`src/rtl/gametank_mem_arbiter_if.sv`:
```
// Bus bundle between the CPU/PPU requesters, the SDRAM command port and the arbiter.
// master = requesters plus memory side, slave = arbiter.
interface gametank_mem_arbiter_if #(
  parameter int ADDR_W = 22
);
  logic              cpu_req;
  logic              cpu_we;
  logic [ADDR_W-1:0] cpu_addr;
  logic [7:0]        cpu_wdata;
  logic [7:0]        cpu_rdata;
  logic              cpu_ack;
  logic              pause_cpu;

  logic              ppu_req;
  logic [ADDR_W-1:0] ppu_addr;
  logic [7:0]        ppu_rdata;
  logic              ppu_ack;

  logic [ADDR_W-1:0] mem_addr;
  logic              mem_read;
  logic              mem_write;
  logic [7:0]        mem_dout;
  logic [7:0]        mem_din;
  logic              grant_ppu;

  modport master (
    output cpu_req, cpu_we, cpu_addr, cpu_wdata, ppu_req, ppu_addr, mem_din,
    input  cpu_rdata, cpu_ack, pause_cpu, ppu_rdata, ppu_ack,
    input  mem_addr, mem_read, mem_write, mem_dout, grant_ppu
  );

  modport slave (
    input  cpu_req, cpu_we, cpu_addr, cpu_wdata, ppu_req, ppu_addr, mem_din,
    output cpu_rdata, cpu_ack, pause_cpu, ppu_rdata, ppu_ack,
    output mem_addr, mem_read, mem_write, mem_dout, grant_ppu
  );
endinterface

```
`src/rtl/gametank_mem_arbiter.sv`:
```
// CPU/PPU arbiter for the shared SDRAM port: IDLE -> ISSUE -> WAIT -> DONE, fixed latency.
// Optional CPU anti-starvation guard enabled by defining GAMETANK_MEM_ARB_STARVE_GUARD_EN.
module gametank_mem_arbiter #(
  parameter int ADDR_W       = 22,
  parameter int MEM_LATENCY  = 2,
  parameter int CPU_MAX_WAIT = 4
) (
  input  logic                 i_clk_cpu,
  input  logic                 i_reset,
  gametank_mem_arbiter_if.slave bus
);
  typedef enum logic [1:0] {
    IDLE  = 2'd0,
    ISSUE = 2'd1,
    WAIT  = 2'd2,
    DONE  = 2'd3
  } state_t;

  localparam bit CFG_OK = (MEM_LATENCY >= 1) && (MEM_LATENCY <= 7) &&
                          (CPU_MAX_WAIT >= 1) && (CPU_MAX_WAIT <= 15);

  generate
    if (!CFG_OK) begin : g_bad_cfg
      $error("gametank_mem_arbiter: MEM_LATENCY must be 1..7 and CPU_MAX_WAIT 1..15");
    end
  endgenerate

  state_t            state;
  state_t            state_next;
  logic [2:0]        lat_cnt;
  logic              owner_ppu;
  logic              txn_we;
  logic [ADDR_W-1:0] txn_addr;
  logic [7:0]        txn_wdata;
  logic [7:0]        cpu_rdata;
  logic [7:0]        ppu_rdata;
  logic              any_req;
  logic              win_ppu;
  logic              grant;
  logic              done_cpu;

  assign any_req = bus.cpu_req | bus.ppu_req;
  assign grant   = (state == IDLE) && any_req;

`ifdef GAMETANK_MEM_ARB_STARVE_GUARD_EN
  logic [3:0] wait_cnt;
  logic       force_cpu;

  // Once the CPU has lost CPU_MAX_WAIT contested arbitrations it takes the next one.
  assign force_cpu = (wait_cnt == 4'(CPU_MAX_WAIT)) && bus.cpu_req && bus.ppu_req;
  assign win_ppu   = bus.ppu_req && !force_cpu;

  always_ff @(posedge i_clk_cpu or posedge i_reset) begin
    if (i_reset) begin
      wait_cnt <= 4'd0;
    end else if (grant) begin
      if (!win_ppu) begin
        wait_cnt <= 4'd0;
      end else if (bus.cpu_req && (wait_cnt != 4'(CPU_MAX_WAIT))) begin
        wait_cnt <= wait_cnt + 4'd1;
      end
    end
  end
`else
  assign win_ppu = bus.ppu_req;
`endif

  // State register
  always_ff @(posedge i_clk_cpu or posedge i_reset) begin
    if (i_reset) begin
      state <= IDLE;
    end else begin
      state <= state_next;
    end
  end

  // Next-state logic
  always_comb begin
    state_next = state;
    case (state)
      IDLE:    if (any_req) state_next = ISSUE;
      ISSUE:   state_next = WAIT;
      WAIT:    if (lat_cnt == 3'd1) state_next = DONE;
      DONE:    state_next = IDLE;
      default: state_next = IDLE;
    endcase
  end

  // Transaction latch, latency counter and read-data capture
  always_ff @(posedge i_clk_cpu or posedge i_reset) begin
    if (i_reset) begin
      lat_cnt   <= 3'd0;
      owner_ppu <= 1'b0;
      txn_we    <= 1'b0;
      txn_addr  <= '0;
      txn_wdata <= 8'h00;
      cpu_rdata <= 8'h00;
      ppu_rdata <= 8'h00;
    end else begin
      case (state)
        IDLE: begin
          if (any_req) begin
            owner_ppu <= win_ppu;
            txn_we    <= win_ppu ? 1'b0 : bus.cpu_we;
            txn_addr  <= win_ppu ? bus.ppu_addr : bus.cpu_addr;
            txn_wdata <= win_ppu ? 8'h00 : bus.cpu_wdata;
          end
        end
        ISSUE: lat_cnt <= 3'(MEM_LATENCY);
        WAIT: begin
          lat_cnt <= lat_cnt - 3'd1;
          // Memory data is only valid in the last wait cycle; writes keep rdata.
          if ((lat_cnt == 3'd1) && !txn_we) begin
            if (owner_ppu) begin
              ppu_rdata <= bus.mem_din;
            end else begin
              cpu_rdata <= bus.mem_din;
            end
          end
        end
        default: ;
      endcase
    end
  end

  // Output logic
  always_comb begin
    done_cpu      = (state == DONE) && !owner_ppu;
    bus.mem_read  = (state == ISSUE) && !txn_we;
    bus.mem_write = (state == ISSUE) && txn_we;
    bus.cpu_ack   = done_cpu;
    bus.ppu_ack   = (state == DONE) && owner_ppu;
    bus.pause_cpu = bus.cpu_req && !done_cpu && !i_reset;
  end

  assign bus.mem_addr  = txn_addr;
  assign bus.mem_dout  = txn_wdata;
  assign bus.cpu_rdata = cpu_rdata;
  assign bus.ppu_rdata = ppu_rdata;
  assign bus.grant_ppu = owner_ppu;
endmodule

```
`src/flat_wrapper.sv`:
```
// flat-port wrapper written by rule: the top's interface ports become plain ports
module gametank_mem_arbiter_flat 
#(
  parameter int ADDR_W       = 22,
  parameter int MEM_LATENCY  = 2,
  parameter int CPU_MAX_WAIT = 4
)
  (i_clk_cpu, i_reset, bus_cpu_req, bus_cpu_we, bus_cpu_addr, bus_cpu_wdata, bus_ppu_req, bus_ppu_addr, bus_mem_din, bus_cpu_rdata, bus_cpu_ack, bus_pause_cpu, bus_ppu_rdata, bus_ppu_ack, bus_mem_addr, bus_mem_read, bus_mem_write, bus_mem_dout, bus_grant_ppu);
  gametank_mem_arbiter_if #(.ADDR_W(ADDR_W)) bus_i ();
  input  logic i_clk_cpu;
  input  logic i_reset;
  input wire logic [$bits(bus_i.cpu_req)-1:0] bus_cpu_req;
  input wire logic [$bits(bus_i.cpu_we)-1:0] bus_cpu_we;
  input wire logic [$bits(bus_i.cpu_addr)-1:0] bus_cpu_addr;
  input wire logic [$bits(bus_i.cpu_wdata)-1:0] bus_cpu_wdata;
  input wire logic [$bits(bus_i.ppu_req)-1:0] bus_ppu_req;
  input wire logic [$bits(bus_i.ppu_addr)-1:0] bus_ppu_addr;
  input wire logic [$bits(bus_i.mem_din)-1:0] bus_mem_din;
  output wire logic [$bits(bus_i.cpu_rdata)-1:0] bus_cpu_rdata;
  output wire logic [$bits(bus_i.cpu_ack)-1:0] bus_cpu_ack;
  output wire logic [$bits(bus_i.pause_cpu)-1:0] bus_pause_cpu;
  output wire logic [$bits(bus_i.ppu_rdata)-1:0] bus_ppu_rdata;
  output wire logic [$bits(bus_i.ppu_ack)-1:0] bus_ppu_ack;
  output wire logic [$bits(bus_i.mem_addr)-1:0] bus_mem_addr;
  output wire logic [$bits(bus_i.mem_read)-1:0] bus_mem_read;
  output wire logic [$bits(bus_i.mem_write)-1:0] bus_mem_write;
  output wire logic [$bits(bus_i.mem_dout)-1:0] bus_mem_dout;
  output wire logic [$bits(bus_i.grant_ppu)-1:0] bus_grant_ppu;
  assign bus_i.cpu_req = bus_cpu_req;
  assign bus_i.cpu_we = bus_cpu_we;
  assign bus_i.cpu_addr = bus_cpu_addr;
  assign bus_i.cpu_wdata = bus_cpu_wdata;
  assign bus_i.ppu_req = bus_ppu_req;
  assign bus_i.ppu_addr = bus_ppu_addr;
  assign bus_i.mem_din = bus_mem_din;
  assign bus_cpu_rdata = bus_i.cpu_rdata;
  assign bus_cpu_ack = bus_i.cpu_ack;
  assign bus_pause_cpu = bus_i.pause_cpu;
  assign bus_ppu_rdata = bus_i.ppu_rdata;
  assign bus_ppu_ack = bus_i.ppu_ack;
  assign bus_mem_addr = bus_i.mem_addr;
  assign bus_mem_read = bus_i.mem_read;
  assign bus_mem_write = bus_i.mem_write;
  assign bus_mem_dout = bus_i.mem_dout;
  assign bus_grant_ppu = bus_i.grant_ppu;
  gametank_mem_arbiter #(.ADDR_W(ADDR_W), .MEM_LATENCY(MEM_LATENCY), .CPU_MAX_WAIT(CPU_MAX_WAIT)) u_core (.i_clk_cpu(i_clk_cpu), .i_reset(i_reset), .bus(bus_i));
endmodule
```
`config.mk`:
```
export PLATFORM = sky130hd
export DESIGN_NAME = gametank_mem_arbiter_flat
export DESIGN_NICKNAME = d
export VERILOG_FILES = /design/src/rtl/gametank_mem_arbiter_if.sv /design/src/rtl/gametank_mem_arbiter.sv /design/src/flat_wrapper.sv
export SDC_FILE = /design/constraint.sdc
export NUM_CORES = 1
export LEC_CHECK = 0
export ABC_AREA = 0
export CAP_MARGIN = 10
export CORE_ASPECT_RATIO = 1.1
export CORE_UTILIZATION = 30
export DETAILED_ROUTE_END_ITERATION = 12
export HOLD_SLACK_MARGIN = 0.06
export SYNTH_ARGS = -nofsm -noshare
export SYNTH_HDL_FRONTEND = slang
export SYNTH_SLANG_ARGS = --single-unit
```
`constraint.sdc`:
```
create_clock -name i_clk_cpu -period 2.3 [get_ports i_clk_cpu]
set_clock_uncertainty 0.15 [all_clocks]
set_input_delay 0.46 -clock i_clk_cpu [delete_from_list [all_inputs] [get_ports i_clk_cpu]]
set_output_delay 0.46 -clock i_clk_cpu [all_outputs]
set_load 0.02 [all_outputs]
```
==> results.md <==
- Area of the core: ~0.0076 mm^2
- Main combinational cell family by area after synthesis: multiplexers
- Port-buffer cells: 116
- Max Cap Viol: 0
- FF/Latch Area: roughly 0.0013 mm^2
- Reg clk slew, reported paths: ~0.090 ns
- TritonRoute pass-1 iters: 4
- Flop-to-flop setup slack: a little over 0.3 ns
- Gpl congestion: ~0.70
- Full die area: roughly 0.0084 mm^2
- Dpl hpwl: about 4100 um
- Post-synth top cells: dfrtp_1 (53), o21ai_0 (34), nand2_1 (32)
- Peak supply drop: ~0.38 mV
- DRC Markers: 0
- Clock sink total: 53
- Worst skew pair latency: about 0.30 ns
- Largest area contributor in the netlist: dfrtp_1
- Routed Antenna Nets: 0
- Die Ht: around 96 um
- Adder-Cell Fraction of Synth Area: between 3 and 4%
- Status: finished, final reports clean
- Slowest cell on crit path: dfrtp_1
- Tightest Pin Transition: approximately 0.48 ns
- Initial antenna violation count: 0
- Reg power frac: between 30% and 40%
- RSZ-0062 raised after global routing: no
- Simple-gate share of the synthesized area: about an eighth
- Largest net degree at the start of global routing: 63
- WP buf/inv: 1
- R2R depth: 5
- Syn_nets: 280
- Ys flop type: dfrtp_1
- Root buffer cell: clkbuf_8
- Seq cells post-synth: 53
- Crit share post-route: a little over nine tenths
- Top post-synthesis cells by area: dfrtp_1 (55%), mux2i_1 (9.6%), o21ai_0 (7.1%)
- Mapped cell area: around 0.0024 mm^2
- Vias in the first global route: approximately 1800
- Sw Share: between 30% and 40%
- Power per cell area: ~1200 mW/mm^2
- Most numerous cell in the Yosys netlist: dfrtp_1
- Std-Cell Rows: 33
- Initial core utilization: about a third
- Dpl cells: 426
- Reg2reg end: u_core.bus.ppu_rdata[7]
- CP startpoint kind: flop
- DIE WIDTH: about 87 um
- Post-Place Worst Slack: -0.0529 ns
- Clk buf depth: 2
- GRT overflow: 0
- Top delay family on crit path: flip-flops
- Hold-fix buffers, CTS: 0
- Drt wl/cell: ~13 um
- Slowest stage delay, CP: approximately 0.43 ns
- Synth cell types: 25
- Post-route insts no fill: between 400 and 500
- Hold Path Depth: 2
- Sum Neg Setup Slack: 0 ns
- Switching power total: approximately 0.0018 W
- Pins Over Slew Limit: 0
- Crit path max fanout: 4
- Tmin final: 2.18 ns
- Via/cell ratio: between 4 and 5
- All-Layer GR Usage: 13.8%
- Via count: ~1900
- Final nets: about 400
- Reg-to-reg critical path startpoint: u_core.state[0]
- Leakage: 1.72 nW
- Drt first-iter violations: 94
- CP Cell Sequence: ha_1, nor2b_1, nor3b_1, clkdlybuf4s15_1
- N_diodes: 0
- # IOs: between 100 and 150
- Syn. warnings: 0
- Synthesized instance count: around 210
- Syn_area_per_cell: approximately 11 um^2
- CP endpoint kind: output port
- CTS H-tree depth: 2
- Area growth syn-to-layout: 59.1%
- Post-synth EDFFs: 0
- Worst Setup Path Type: reg2out
- First-pass GRT wire length: around 8800 um
- Synth Area in Compound Gates: approximately 8.6%
- Post-synthesis sequential area ratio: around 55%
- Area fraction of the dominant cell type after synthesis: a little under three fifths
- Hold_sp: u_core.bus.mem_dout[5]
- CTS Buf Count: 5
- Multiplexer share of the synthesized area: a little under a fifth
- Asr flop ratio synth: 100%
- Finish-stage setup viols: 0
- Post-Synth XOR/XNOR Area: 0%
- Area occupied by multi-input gates: 0.00101 mm^2
- Power share of the combinational group: a little over half
- CP required: roughly 1.7 ns
- Final Util: ~50%
- # fillers: between 700 and 800
- Worst Path Arrival: ~1.6 ns
- Final worst slack: about 0.12 ns
- Int Pwr: 0.00283 W
- TritonCTS clock tree: done
- HP Class: reg2reg
- Fmax: 0.458 GHz
- Relative slew slack: roughly two thirds
- Share of cells above drive strength 1: around 11%
- Final WL: approximately 5400 um
- Hold Path Sink: u_core.bus.mem_dout[5]
- Clock power frac: 11.2%
- Fin. Hold Viols: 0
- Power consumption: around 0.0046 W
- Setup Buffers After CTS: 0
-- what timing repair did --
item                                    4_1_cts  5_1_grt
endpoints found under the setup margin        4        2
resized for setup                             4        2
endpoints found under the hold margin         0        0
-- metal layers --
metal / vias to the layer above / track usage, % / wire length (um)
li1: 948 / - / -
met1: 837 / 16.6 / 2360
met2: 78 / 23.4 / 2540
met3: 5 / 4.63 / 474
met4: 0 / 4.10 / 62
met5: - / 0 / 0
-- metrics by stage --
step	instance area [um^2]	hold WS, ns
floorplan	2400	0.362
global placement	3740	0.311
detailed placement	3740	0.320
CTS	3820	0.341
global route	3820	0.362
finish	3820	0.335
-- cell type report --
class,instances,area share (%)
clock inverter,2,0.262
multi-input combinational,139,26.5
timing repair buffer,123,32.6
inverter,6,0.589
tap,105,3.44
sequential,53,34.7
clock buffer,6,1.90
-- power by group through the flow --
| stage | registers (W) | clock network, W | logic, W |
|---|---|---|---|
| detailed placement | 0.00167 | 0 | 0.00248 |
| CTS | 0.00166 | 0.000532 | 0.00246 |
| global route | 0.00171 | 0.000563 | 0.00263 |
| global placement | 0.00166 | 0 | 0.00245 |
| finish | 0.00165 | 0.000512 | 0.00242 |
| floorplan | 0.00215 | 0 | 0.000781 |
-- cell usage in the layout, fill, tap and decap left out, drive strengths merged, types with 2 or more instances in the layout --
cell type	instances
buf	8
clkinv	2
dlygate4sd2	3
o21ai	35
clkbuf	6
ha	6
dfrtp	53
clkdlybuf4s50	110
mux2i	23
nand2b	10
nand3	2
inv	6
nor2	2
mux2	16
nand2	33
and2	2
nor2b	3
-- flip-flops by register name (all words and copies together), names as in the netlist --
name,flops
u_core.bus.cpu_rdata,8
u_core.bus.grant_ppu,1
u_core.bus.mem_addr,22
u_core.bus.mem_dout,8
u_core.bus.ppu_rdata,8
u_core.lat_cnt,3
u_core.state,2
u_core.txn_we,1
-- worst max path at each step --
stage	from	endpoint	slack [ns]	cells after the start
2_1_floorplan	u_core.state[0]	u_core.bus.ppu_rdata[0]	0.30	6
3_3_place_gp	bus_cpu_req	bus_pause_cpu	-0.04	3
3_5_place_dp	bus_cpu_req	bus_pause_cpu	-0.05	3
4_1_cts	u_core.state[0]	bus_ppu_ack	0.04	3
5_1_grt	u_core.state[0]	bus_pause_cpu	0.008	4
6_report	u_core.state[0]	bus_pause_cpu	0.12	4
-- worst reg2reg max path, cell delays in order, from the launching register on --
cell and delay [ns]:
dfrtp_1 0.43, inv_1 0.09, ha_1 0.19, nand2_2 0.09, or4b_4 0.60, mux2_4 0.33
-- logic make-up after synthesis --
| family | after synthesis |
|---|---|
| simple gates | 55 |
| buf+inv | 17 |
| mux | 39 |
| compound gates | 39 |
| flops | 53 |
| fa+ha+maj | 6 |
(Power assumes the default switching activity.)
